**src/rtl/vm_pkg.sv**
```systemverilog
// Shared vending-machine definitions: coin denominations and the change-dispenser state
// encoding (also decoded by led_feedback).
package vm_pkg;

  localparam logic [7:0] COIN_1 = 8'd1;
  localparam logic [7:0] COIN_2 = 8'd2;
  localparam logic [7:0] COIN_5 = 8'd5;

  typedef enum logic [2:0] {
    StIdle,
    StSelect,
    StEmit,
    StGap,
    StDone,
    StShort
  } disp_state_e;

endpackage

```
**src/rtl/change_dispenser_if.sv**
```systemverilog
// Request, refill and payout signals between the change dispenser and its neighbours.
interface change_dispenser_if #(
  parameter int unsigned TUBE_W = 4
);

  logic              start;
  logic [7:0]        amount;
  logic              coin_pulse;
  logic [7:0]        coin_value;
  logic              restock;
  logic              busy;
  logic              dispense_pulse;
  logic [7:0]        dispense_value;
  logic [7:0]        remaining;
  logic              done;
  logic              short_change;
  logic [TUBE_W-1:0] tube5;
  logic [TUBE_W-1:0] tube2;
  logic [TUBE_W-1:0] tube1;

  modport master (
    output start, amount, coin_pulse, coin_value, restock,
    input  busy, dispense_pulse, dispense_value, remaining, done, short_change,
    input  tube5, tube2, tube1
  );

  modport slave (
    input  start, amount, coin_pulse, coin_value, restock,
    output busy, dispense_pulse, dispense_value, remaining, done, short_change,
    output tube5, tube2, tube1
  );

endinterface

```
**src/rtl/gap_timer.sv**
```systemverilog
// Down-counter pacing dispense pulses: load starts a CYCLES-long wait, expired while at zero.
module gap_timer #(
  parameter int unsigned CYCLES = 4
) (
  input  logic clk,
  input  logic rst,
  input  logic load,
  input  logic en,
  output logic expired
);

  localparam int unsigned W = (CYCLES > 0) ? $clog2(CYCLES + 1) : 1;
  // Loading CYCLES-1 makes expired assert in the CYCLES-th enabled cycle.
  localparam logic [W-1:0] LoadVal = (CYCLES > 0) ? W'(CYCLES - 1) : '0;

  logic [W-1:0] cnt_q;

  always_ff @(posedge clk or posedge rst) begin
    if (rst) begin
      cnt_q <= '0;
    end else if (load) begin
      cnt_q <= LoadVal;
    end else if (en && (cnt_q != '0)) begin
      cnt_q <= cnt_q - W'(1);
    end
  end

  assign expired = (cnt_q == '0);

endmodule

```
**src/rtl/change_dispenser.sv**
```systemverilog
// Greedy 5/2/1 change payout from three refillable coin tubes, one paced pulse per coin.
module change_dispenser
  import vm_pkg::*;
#(
  parameter int unsigned GAP_CYCLES = 25000000,
  parameter int unsigned TUBE_MAX   = 15,
  parameter int unsigned TUBE_INIT  = 4,
  parameter int unsigned TUBE_W     = 4
) (
  input logic               clk,
  input logic               rst,
  change_dispenser_if.slave bus
);

  localparam logic [TUBE_W-1:0] TubeFull = TUBE_W'(TUBE_MAX);
  localparam logic [TUBE_W-1:0] TubeInit = TUBE_W'(TUBE_INIT);

  disp_state_e       state_q, state_d;
  logic [7:0]        remaining_q, sel_q, pick;
  logic              pick_ok, gap_expired;
  logic [TUBE_W-1:0] tube5_q, tube2_q, tube1_q;
  logic              busy_q, pulse_q, done_q, short_q;
  logic              busy_d, pulse_d, done_d, short_d;
  logic [7:0]        value_q, value_d;
  logic              idle, emit, fill;

  assign idle = (state_q == StIdle);
  assign emit = (state_q == StEmit);
  assign fill = bus.restock && idle;

  // A refill and a dispense hitting the same tube cancel, even when the tube is full.
  function automatic logic [TUBE_W-1:0] tube_next(input logic [TUBE_W-1:0] cur,
                                                  input logic refill, input logic take,
                                                  input logic restock_hit);
    if (restock_hit) return TubeFull;
    if (refill && !take) return (cur < TubeFull) ? cur + TUBE_W'(1) : cur;
    if (take && !refill) return cur - TUBE_W'(1);
    return cur;
  endfunction

  always_comb begin
    pick    = 8'd0;
    pick_ok = 1'b0;
    if ((tube5_q != '0) && (remaining_q >= COIN_5)) begin
      pick    = COIN_5;
      pick_ok = 1'b1;
    end else if ((tube2_q != '0) && (remaining_q >= COIN_2)) begin
      pick    = COIN_2;
      pick_ok = 1'b1;
    end else if ((tube1_q != '0) && (remaining_q >= COIN_1)) begin
      pick    = COIN_1;
      pick_ok = 1'b1;
    end
  end

  always_ff @(posedge clk or posedge rst) begin
    if (rst) begin
      state_q <= StIdle;
    end else begin
      state_q <= state_d;
    end
  end

  always_comb begin
    state_d = state_q;
    unique case (state_q)
      StIdle:   if (bus.start) state_d = StSelect;
      StSelect: begin
        if (remaining_q == 8'd0) state_d = StDone;
        else if (pick_ok)        state_d = StEmit;
        else                     state_d = StShort;
      end
      StEmit:   state_d = (GAP_CYCLES == 0) ? StSelect : StGap;
      StGap:    if (gap_expired) state_d = StSelect;
      StDone:   state_d = StIdle;
      StShort:  state_d = StIdle;
      default:  state_d = StIdle;
    endcase
  end

  // Outputs are registered, so each one appears one edge after the state that decodes it.
  always_comb begin
    busy_d  = (state_q == StSelect) || (state_q == StEmit) || (state_q == StGap);
    pulse_d = emit;
    value_d = emit ? sel_q : 8'd0;
    done_d  = (state_q == StDone);
    short_d = (state_q == StShort);
  end

  always_ff @(posedge clk or posedge rst) begin
    if (rst) begin
      busy_q  <= 1'b0;
      pulse_q <= 1'b0;
      value_q <= 8'd0;
      done_q  <= 1'b0;
      short_q <= 1'b0;
    end else begin
      busy_q  <= busy_d;
      pulse_q <= pulse_d;
      value_q <= value_d;
      done_q  <= done_d;
      short_q <= short_d;
    end
  end

  always_ff @(posedge clk or posedge rst) begin
    if (rst) begin
      remaining_q <= 8'd0;
      sel_q       <= 8'd0;
    end else begin
      if (idle && bus.start) begin
        remaining_q <= bus.amount;
      end else if (emit) begin
        remaining_q <= remaining_q - sel_q;
      end
      if (state_q == StSelect) sel_q <= pick;
    end
  end

  always_ff @(posedge clk or posedge rst) begin
    if (rst) begin
      tube5_q <= TubeInit;
      tube2_q <= TubeInit;
      tube1_q <= TubeInit;
    end else begin
      tube5_q <= tube_next(tube5_q, bus.coin_pulse && (bus.coin_value == COIN_5),
                           emit && (sel_q == COIN_5), fill);
      tube2_q <= tube_next(tube2_q, bus.coin_pulse && (bus.coin_value == COIN_2),
                           emit && (sel_q == COIN_2), fill);
      tube1_q <= tube_next(tube1_q, bus.coin_pulse && (bus.coin_value == COIN_1),
                           emit && (sel_q == COIN_1), fill);
    end
  end

  gap_timer #(
    .CYCLES(GAP_CYCLES)
  ) u_gap_timer (
    .clk    (clk),
    .rst    (rst),
    .load   (emit),
    .en     (state_q == StGap),
    .expired(gap_expired)
  );

  assign bus.busy           = busy_q;
  assign bus.dispense_pulse = pulse_q;
  assign bus.dispense_value = value_q;
  assign bus.remaining      = remaining_q;
  assign bus.done           = done_q;
  assign bus.short_change   = short_q;
  assign bus.tube5          = tube5_q;
  assign bus.tube2          = tube2_q;
  assign bus.tube1          = tube1_q;

endmodule

```
**src/flat_wrapper.sv**
```systemverilog
// flat-port wrapper written by rule: the top's interface ports become plain ports
module change_dispenser_flat import vm_pkg::*;
#(
  parameter int unsigned GAP_CYCLES = 25000000,
  parameter int unsigned TUBE_MAX   = 15,
  parameter int unsigned TUBE_INIT  = 4,
  parameter int unsigned TUBE_W     = 4
)
  (clk, rst, bus_start, bus_amount, bus_coin_pulse, bus_coin_value, bus_restock, bus_busy, bus_dispense_pulse, bus_dispense_value, bus_remaining, bus_done, bus_short_change, bus_tube5, bus_tube2, bus_tube1);
  change_dispenser_if #(.TUBE_W(TUBE_W)) bus_i ();
  input logic clk;
  input logic rst;
  input wire logic [$bits(bus_i.start)-1:0] bus_start;
  input wire logic [$bits(bus_i.amount)-1:0] bus_amount;
  input wire logic [$bits(bus_i.coin_pulse)-1:0] bus_coin_pulse;
  input wire logic [$bits(bus_i.coin_value)-1:0] bus_coin_value;
  input wire logic [$bits(bus_i.restock)-1:0] bus_restock;
  output wire logic [$bits(bus_i.busy)-1:0] bus_busy;
  output wire logic [$bits(bus_i.dispense_pulse)-1:0] bus_dispense_pulse;
  output wire logic [$bits(bus_i.dispense_value)-1:0] bus_dispense_value;
  output wire logic [$bits(bus_i.remaining)-1:0] bus_remaining;
  output wire logic [$bits(bus_i.done)-1:0] bus_done;
  output wire logic [$bits(bus_i.short_change)-1:0] bus_short_change;
  output wire logic [$bits(bus_i.tube5)-1:0] bus_tube5;
  output wire logic [$bits(bus_i.tube2)-1:0] bus_tube2;
  output wire logic [$bits(bus_i.tube1)-1:0] bus_tube1;
  assign bus_i.start = bus_start;
  assign bus_i.amount = bus_amount;
  assign bus_i.coin_pulse = bus_coin_pulse;
  assign bus_i.coin_value = bus_coin_value;
  assign bus_i.restock = bus_restock;
  assign bus_busy = bus_i.busy;
  assign bus_dispense_pulse = bus_i.dispense_pulse;
  assign bus_dispense_value = bus_i.dispense_value;
  assign bus_remaining = bus_i.remaining;
  assign bus_done = bus_i.done;
  assign bus_short_change = bus_i.short_change;
  assign bus_tube5 = bus_i.tube5;
  assign bus_tube2 = bus_i.tube2;
  assign bus_tube1 = bus_i.tube1;
  change_dispenser #(.GAP_CYCLES(GAP_CYCLES), .TUBE_MAX(TUBE_MAX), .TUBE_INIT(TUBE_INIT), .TUBE_W(TUBE_W)) u_core (.clk(clk), .rst(rst), .bus(bus_i));
endmodule
```
**config.mk**
```make
export PLATFORM = sky130hd
export DESIGN_NAME = change_dispenser_flat
export DESIGN_NICKNAME = d
export VERILOG_FILES = /design/src/rtl/vm_pkg.sv /design/src/rtl/change_dispenser_if.sv /design/src/rtl/gap_timer.sv /design/src/rtl/change_dispenser.sv /design/src/flat_wrapper.sv
export SDC_FILE = /design/constraint.sdc
export NUM_CORES = 1
export LEC_CHECK = 0
export ABC_AREA = 1
export BUFFER_PORTS_ARGS = -buffer_cell sky130_fd_sc_hd__buf_4
export CORE_MARGIN = 1.5
export CORE_UTILIZATION = 55
export CTS_CLUSTER_SIZE = 25
export DETAILED_ROUTE_END_ITERATION = 8
export PLACE_DENSITY_LB_ADDON = 0.12
export SYNTH_ARGS = -nofsm -noshare
export SYNTH_HDL_FRONTEND = slang
export SYNTH_SLANG_ARGS = --single-unit
export TNS_END_PERCENT = 100
```
**constraint.sdc**
```tcl
create_clock -name clk -period 5 [get_ports clk]
set_input_delay 0 -clock clk [delete_from_list [all_inputs] [get_ports clk]]
set_output_delay 0 -clock clk [all_outputs]
set_load 0.02 [all_outputs]
```
# Word level (Yosys, flattened, before mapping)
# Index checks and enable logic that the tools add are counted.
# W data, S select, Z words.
# totals
elab_cells	129
ff_bits	68
input_bits	21
# op_classes
reduce_logical	39
magnitude_cmp	6
eq_ne	13
addsub	8
n_mux	51
# op_table
operator	count
$mux W4	19
$mux W25	2
$mux W8	5
$logic_not A25 Y1	1
$reduce_bool A25 Y1	1
$sub A25 B1 Y25 const B	1
$mux W1	20
$logic_and A1 B1 Y1	18
$eq A8 B1 Y1 const B	2
$eq A8 B2 Y1 const B	2
$eq A8 B3 Y1 const B	2
$add A4 B1 Y4 const B	3
$lt A4 B4 Y1 const B	3
$mux W3	4
$pmux W3 S4	1
$reduce_bool A4 Y1	3
$sub A4 B1 Y4 const B	3
$reduce_bool A3 Y1	3
$ge A8 B1 Y1 const B	1
$ge A8 B2 Y1 const B	1
$ge A8 B3 Y1 const B	1
$logic_not A8 Y1	1
$sub A8 B8 Y8	1
$eq A3 B2 Y1 const B	2
9 further kinds	17

# Longest topological paths before layout
# Gate-level depths: netlist of the first run.
# logic_depth
depth_word	11
mapped_depth	11
mapped_depth_nobuf	10

# Cells and area by module
# Synthesis of the first run repeated with hierarchy kept, for this count alone.
# unflattened
hier_cells	610
hier_area_um2	4192.8
# modules_own_cells
mod	area_per_inst_um2	cells_each	n_inst
change_dispenser	2424.8	339	1
gap_timer	1767.9	271	1

# Worst setup path after synthesis of the first run
# OpenSTA, ideal clock, no wires.
# synth_timing
kind	register to register
startpoint	register u_core.state_q[0]
endpoint	register u_core.tube1_q[1], in the netlist u_core.bus.tube1[1]
t_required_ns	4.867
slack_ns	3.016
arrival_ns	1.851
synth_period_minus_slack_ns	1.984
stages_incl_launch_ff	12
cell_sequence	dfrtp_1 > inv_1 > nand3_2 > buf_6 > clkbuf_1 > nor3_1 > inv_1 > ha_1 > inv_1 > a21oi_1 > o31ai_1 > o21ai_0
# synth_between
elab_chain_cells	9
word_cells_on_any_way	19
classes_between	eq/ne (1); mux (11); reduce/logical (7)
# synth_rtl
item	line	source
start: declaration	change_dispenser.sv:18	disp_state_e state_q, state_d;
start signal: assignment	change_dispenser.sv:58	state_q <= StIdle;
start signal: assignment	change_dispenser.sv:60	state_q <= state_d;
$eq A3 B2 Y1	change_dispenser.sv:28	assign emit = (state_q == StEmit);
$logic_and A1 B1 Y1	change_dispenser.sv:131	emit && (sel_q == COIN_1), fill);
$logic_not A1 Y1	change_dispenser.sv:36	if (refill && !take) return (cur < TubeFull) ? cur + TUBE_W'(1) : cur;
$logic_and A1 B1 Y1	change_dispenser.sv:36	
$mux W4	change_dispenser.sv:36	
$mux W4	change_dispenser.sv:37	if (take && !refill) return cur - TUBE_W'(1);
$mux W4	change_dispenser.sv:38	return cur;
$mux W4	change_dispenser.sv:37	
$mux W4	change_dispenser.sv:36	
end signal: assignment	change_dispenser.sv:124	tube1_q <= TubeInit;
end signal: assignment	change_dispenser.sv:130	tube1_q <= tube_next(tube1_q, bus.coin_pulse && (bus.coin_value == COIN_1),
end: declaration	change_dispenser.sv:21	logic [TUBE_W-1:0] tube5_q, tube2_q, tube1_q;
# Several ways; a longest one is shown, not always the timed one. The select of a mux whose other input is x is not followed.
# A chain may end at the register's enable or synchronous reset.

# Worst setup path in the final report of the first run
# Ends and elaborated chain as after synthesis.

==> results of run 1 <==
placed cells by master, fill, tap and decap left out, drive strengths merged, types with 3 or more instances in the layout:
master and count:
inv 74, xor2 8, dfstp 3, clkbuf 12
nor2 85, a21oi 13, dfrtp 55, nand4 11
nand3 70, buf 49, a31oi 3, dlygate4sd3 9
nand2 132, o21ai 44, xnor2 6, o211ai 5
conb 5, nor3 6, bufinv 4, ha 13
final cells by class:
| type | instances | share of cell area, % |
|---|---|---|
| clock inverter | 4 | 2.562 |
| inverter | 75 | 6.031 |
| clock buffer | 12 | 3.523 |
| timing repair buffer | 58 | 9.768 |
| multi-input combinational | 414 | 44.52 |
| sequential | 58 | 31.04 |
| tap | 96 | 2.562 |
registers in the layout (all words and copies together) (netlist names):
name / count
u_core.u_gap_timer.cnt_q: 25
u_core.bus.remaining: 8
u_core.bus.dispense_pulse: 1
u_core.bus.tube2: 4
u_core.bus.tube5: 4
u_core.bus.short_change: 1
u_core.bus.done: 1
u_core.state_q: 3
u_core.bus.busy: 1
u_core.sel_q: 3
u_core.bus.tube1: 4
u_core.bus.dispense_value: 3
synth_stat cells, types with 2 or more instances:
master	n	area share [%]
nor2_2	2	0.32
a21oi_1	13	1.7
o21ai_0	32	4.1
inv_1	72	6.9
a31oi_1	3	0.48
buf_4	5	0.96
o211ai_1	5	0.96
nor3_1	6	0.77
xor2_1	8	1.8
dfstp_2	3	2.0
o221ai_1	2	0.45
buf_6	4	1.1
clkbuf_1	5	0.48
o21ai_1	11	1.4
nand4_1	11	1.8
xnor2_1	6	1.3
nand3_1	68	8.7
inv_2	2	0.19
nor2_1	81	7.8
and2_1	2	0.32
o31ai_1	2	0.38
ha_1	13	4.1
buf_2	2	0.26
nand2_1	130	12
dfrtp_1	55	35
power breakdown:
group | switching [mW] | total [mW] | leakage [nW] | internal (mW)
clock network | 0.195 | 0.617 | 0.143 | 0.423
logic | 0.0580 | 0.103 | 1.53 | 0.0447
registers | 0.0139 | 0.493 | 0.678 | 0.479
logic make-up after synthesis:
family	count (synthesis)
and+or+nand+nor	307
AOI/OAI and AO/OA	74
buffers and inverters	91
other	1
DFF	58
xor gates and xnor gates	14
adders and majority gates	14
worst max-delay path, delay by kind of cell, from the launching register on:
family | cells | cell delay [ns]
and+or+nand+nor | 2 | 0.99
AOI/OAI and AO/OA | 3 | 0.33
buffers and inverters | 3 | 0.39
adders and majority gates | 1 | 0.23
DFF | 1 | 0.41
path summary, 6_finish.rpt:
kind / start / slack (ns) / depth (start not counted) / to
setup / recovery: u_core.state_q[0] / 2.53 / 9 / u_core.bus.tube1[1]
hold / removal: bus_start / 0.09 / 7 / u_core.state_q[0]
setup reg to reg: u_core.state_q[0] / 2.53 / 9 / u_core.bus.tube1[1]
hold reg to reg: u_core.u_gap_timer.cnt_q[24] / 0.51 / 2 / u_core.u_gap_timer.cnt_q[24]
max in group asynchronous: rst / 4.08 / 4 / u_core.bus.remaining[7]
min in group asynchronous: rst / 0.44 / 4 / u_core.u_gap_timer.cnt_q[16]
per-layer routing:
metal	wire [um]	vias up	global-route usage, %
met5	0	-	0
met4	282	0	14.86
met3	323	25	4.265
met2	4780	89	47.90
met1	4043	1777	32.33
li1	-	1914	-
metrics by stage:
stage / cell area, um2 / power [mW] / setup slack (ns)
floorplan: 3936 / 0.5624 / 3.016
global route: 4688 / 1.258 / 2.228
detailed placement: 4313 / 0.5983 / 2.502
global placement: 4313 / 0.5959 / 2.608
CTS: 4688 / 1.222 / 2.504
finish: 4688 / 1.213 / 2.530
what timing repair did:
action                                 CTS  global route
endpoints found under the hold margin   63             0
gates resized for setup                  0             0
hold buffers                             9             0
==> flow_metrics.py, run 1 <==
metrics = {
    "sta": {
        "fin_crit_ns": 2.470,
        "max_slew.worst_pin.slew_ns": 0.7365,
        "relSlewSlack_pct": 50.90,
        "finalSetupViolCount": 0,
        "hold_viol": 0,
        "clock_skew_ns": 0.008703,
        "finalSetupTns_ns": 0,
        "fmax_mhz": 404.8,
        "slew_viol_final": 0,
        "rsz0062_at_grt": "false",
        "holdWs_ns": 0.08771,
        "min_period_over_period_pct": 49.41,
    },
    "clocking": {
        "cts_buffers": 9,
        "clock-sinks": 58,
        "clkTransAtPathRegs_ns": 0.07,
        "insertion_delay_ns": 0.34,
        "cts_root_buf": "clkbuf_8",
        "cts_buffer_depth": 2,
        "cts_tree": "built",
        "h-tree-depth": 3,
        "post_cts_buffers": 0,
    },
    "synthesis": {
        "synth_ff_type": "dfrtp_1",
        "synthMuxAreaShare_pct": 0,
        "synth_adder_area_share_pct": 4.659,
        "synthCells": 559,
        "synth-async-reset-ratio_pct": 100.0,
        "synth_edf_count": 0,
        "syn_area_um2": 3921,
        "yosys_warnings": 0,
        "synthSimpleGateAreaFrac_pct": 34.14,
        "synth_seq_cells": 58,
        "yosysSeqAreaShare_pct": 37.11,
        "synth_cell_types": 41,
        "avgSynthCellArea_um2": 7.015,
        "synth-compound-area-share_pct": 10.82,
        "synth_xor_area_share_pct": 3.127,
        "synth_top_family_by_area": "simple AND/OR/NAND/NOR gates",
    },
    "finish": {
        "seq_area_um2": 1455,
        "area_delta_synth_final_pct": 19.56,
        "fin_util_pct": 68.63,
        "drive_above_1_share_pct": 13.20,
        "multi_input_area_um2": 2087,
        "num_antenna_cells": 0,
        "nets": 651,
        "finalNonFillerCells": 717,
        "nFillCells": 594,
    },
    "global_route": {
        "antenna_found_initial": 0,
        "grt_max_degree": 59,
        "grt_overflow": 0,
        "grt_pass1_vias": 3713,
        "grt_pass1_wl_mm": 16.30,
        "grt_usage_pct": 27.50,
    },
    "floorplan": {
        "die_area_um2": 7645,
        "pin_count": 53,
        "core-area_um2": 6832,
        "die_h_um": 87.44,
        "fp.dieW_um": 87.44,
        "start_util_pct": 57.40,
        "rows": 30,
    },
    "job": {
        "drv_cap": 0,
    },
    "place": {
        "place_congestion": 0.9609,
        "dp_hpwl_mm": 6.898,
        "port_buffers": 47,
        "placed_cells": 692,
    },
    "detailed_routing": {
        "wire_per_inst_um": 13.15,
        "vias_per_cell": 5.307,
        "drt_iter0_drc": 200,
        "drc": 0,
        "via_count": 3805,
        "dr.pass1.iters": 5,
        "detail-route-antenna-nets": 0,
        "wirelength_mm": 9.428,
    },
    "setup_path": {
        "crit_type": "reg2reg",
        "arrival_ns": 2.69,
        "setup.worst_path.end_class": "register",
        "cp_cell_sequence": "inv_1, nand3_2, nor3_1, inv_1, ha_1, inv_1, a21oi_1, o31ai_1, o21ai_0",
        "required_ns": 5.22,
        "crit_slowest_cell": "nand3_2",
        "cp_common_cell": "inv_1",
        "start_kind": "register",
        "worstPathMaxFanout": 29,
        "max_stage_delay_ns": 0.54,
    },
    "outcome": {
        "status": "completed",
    },
    "power_and_ir_drop": {
        "leakagePower_nw": 2.354,
        "irDropWorstVdd_v": 0.0001414,
        "power.density_nw_per_um2": 258.7,
    },
    "min_path": {
        "hold_class": "in2reg",
    },
}
Power figures use the tool's default switching activity.
==> inputs of run 2 (changes only) <==
==> constraint.sdc (replaced) <==
create_clock -name clk -period 2.6 [get_ports clk]
set_input_delay 0 -clock clk [delete_from_list [all_inputs] [get_ports clk]]
set_output_delay 0 -clock clk [all_outputs]
set_load 0.02 [all_outputs]
==> run 2 against run 1 <==
Count of clock-buffer cells in the layout down 1. Clock skew shrank 0.0028 ns. Wire length grew 1.1%. Sequential power increased by 92%. Via count increased by 0.92%. Critical path type unchanged. Power rose by 66%. Register-to-register slack worse by 2.1 ns.
==> flow_metrics.py, run 2 (synthesis gave the netlist of run 1 again) <==
metrics = {
    "setup_path": {
        "r2r_slack_ns": 0.47,
        "crit_slowest_cell": "dfrtp_1",
        "max_stage_delay_ns": 0.39,
        "critical_path_cell_count": 9,
        "arrival_ns": 2.35,
        "setup.worst_path.end_class": "register",
        "worst_r2r_startpoint": "u_core.u_gap_timer.cnt_q[0]",
        "path_delay_family": "buffers and inverters",
        "worstPathMaxFanout": 21,
        "start_kind": "register",
        "rr_worst_depth": 9,
        "cp_num_buf_inv": 3,
        "required_ns": 2.82,
        "cp_cell_sequence": "inv_1, ha_1, inv_2, nor2_8, nand3_4, o21ai_4, nand2_4, clkinv_2, o21ai_0",
        "startpoint": "u_core.u_gap_timer.cnt_q[0]",
        "crit_type": "reg2reg",
        "worstSetupEndpoint": "u_core.u_gap_timer.cnt_q[23]",
        "r2r-end": "u_core.u_gap_timer.cnt_q[23]",
    },
    "floorplan": {
        "rows": 30,
        "fp.dieW_um": 87.44,
        "die_h_um": 87.44,
        "start_util_pct": 57.40,
        "die_area_um2": 7645,
        "pin_count": 53,
        "core-area_um2": 6832,
    },
    "clocking": {
        "cts_buffers": 9,
        "cts_hold_buf": 9,
        "h-tree-depth": 3,
        "clock-sinks": 58,
        "cts_buffer_depth": 2,
        "post_cts_buffers": 0,
        "clkTransAtPathRegs_ns": 0.07,
        "cts_resized": 0,
        "cts_root_buf": "clkbuf_8",
        "insertion_delay_ns": 0.35,
        "cts_tree": "built",
    },
    "detailed_routing": {
        "vias_per_cell": 5.333,
        "drc": 0,
        "dr.pass1.iters": 5,
        "wire_per_inst_um": 13.23,
        "drt_iter0_drc": 225,
        "wirelength_mm": 9.529,
        "via_count": 3840,
        "detail-route-antenna-nets": 0,
    },
    "power_and_ir_drop": {
        "leakagePower_nw": 2.331,
        "power.density_nw_per_um2": 434.9,
        "total_power_mw": 2.013,
        "irDropWorstVdd_v": 0.0002725,
    },
    "finish": {
        "largest_reg_flops": 25,
        "layout_common_cells": "130 x nand2_1, 81 x nor2_1, 71 x inv_1, 68 x nand3_1, 55 x dfrtp_1",
        "area_delta_synth_final_pct": 18.06,
        "finalNonFillerCells": 720,
        "num_antenna_cells": 0,
        "regMostFlops": "u_core.u_gap_timer.cnt_q",
        "nets": 654,
        "drive_above_1_share_pct": 13.62,
        "final_common_cell": "nand2_1",
    },
    "sta": {
        "max_slew.worst_pin.slew_ns": 0.7452,
        "slew_viol_final": 0,
        "hold_viol": 0,
        "holdWs_ns": 0.07944,
        "min_period_over_period_pct": 81.74,
        "fin_crit_ns": 2.125,
        "fmax_mhz": 470.6,
        "clock_skew_ns": 0.005944,
        "finalSetupViolCount": 0,
        "rsz0062_at_grt": "false",
        "relSlewSlack_pct": 50.25,
        "finalSetupTns_ns": 0,
    },
    "place": {
        "placed_cells": 695,
        "dp_hpwl_mm": 7.124,
        "place_congestion": 0.9159,
        "port_buffers": 47,
    },
    "job": {
        "drv_cap": 0,
    },
    "outcome": {
        "status": "completed",
    },
    "global_route": {
        "grt_overflow": 0,
        "grt_pass1_wl_mm": 15.81,
        "grt_pass1_vias": 3704,
        "antenna_found_initial": 0,
        "grt_usage_pct": 26.43,
        "grt_max_degree": 36,
    },
    "min_path": {
        "hold_class": "in2reg",
    },
}
-- run 2: changes by cell type in the layout (fill, tap and decap cells not counted) --
cell and delta:
clkbuf_8 -1, buf_4 +3, clkinvlp_4 +1, clkinv_2 +3, bufinv_16 -3
-- run 2: report_power, final --
| group | total, mW | internal [mW] | switching [mW] | leakage, nW |
|---|---|---|---|---|
| logic | 0.199 | 0.0866 | 0.112 | 1.55 |
| registers | 0.947 | 0.921 | 0.0264 | 0.678 |
| clock network | 0.868 | 0.489 | 0.378 | 0.105 |
| total | 2.01 | 1.50 | 0.517 | 2.33 |
-- run 2: metal layers --
metal,up-vias,GRT usage (%),share of wire (%)
met5,-,0,0
met4,0,9.668,1.7
met3,15,5.498,4.7
met2,94,49.09,52
met1,1816,29.48,42
li1,1915,-,-
-- run 2: per-stage QoR --
step	instance area [um2]	utilization [%]	worst slack [ns]
detailed placement	4335	63.46	0.5053
finish	4629	67.77	0.4749
global placement	4335	63.46	0.6172
floorplan	3936	-	0.6162
global route	4629	67.77	0.3024
CTS	4629	67.77	0.4937
-- run 2: worst min-delay path by stage --
| stage | slack [ns] | start | end | cells past startpoint |
|---|---|---|---|---|
| 6_report | 0.08 | bus_start | u_core.state_q[0] | 7 |
| 2_1_floorplan | 0.13 | bus_amount[0] | u_core.bus.remaining[0] | 2 |
| 4_1_cts | 0.07 | bus_start | u_core.state_q[0] | 7 |
| 3_3_place_gp | 0.17 | rst | u_core.u_gap_timer.cnt_q[16] | 2 |
| 5_1_grt | 0.12 | bus_start | u_core.state_q[0] | 7 |
| 3_5_place_dp | 0.18 | rst | u_core.u_gap_timer.cnt_q[16] | 2 |
-- run 2: final cells by class --
cell class                 instances  area, um2
clock buffer                      11      151.4
clock inverter                     5      52.55
fill                             625       2202
inverter                          75      282.8
multi-input combinational        414       2087
sequential                        58       1455
tap                               96      120.1
timing repair buffer              61      480.5
-- run 2: tightest hold or removal path: cells and delay by family --
family	cells	cell delay [ns]
AND/OR/NAND/NOR	5	0.28
buffers and inverters	2	0.11
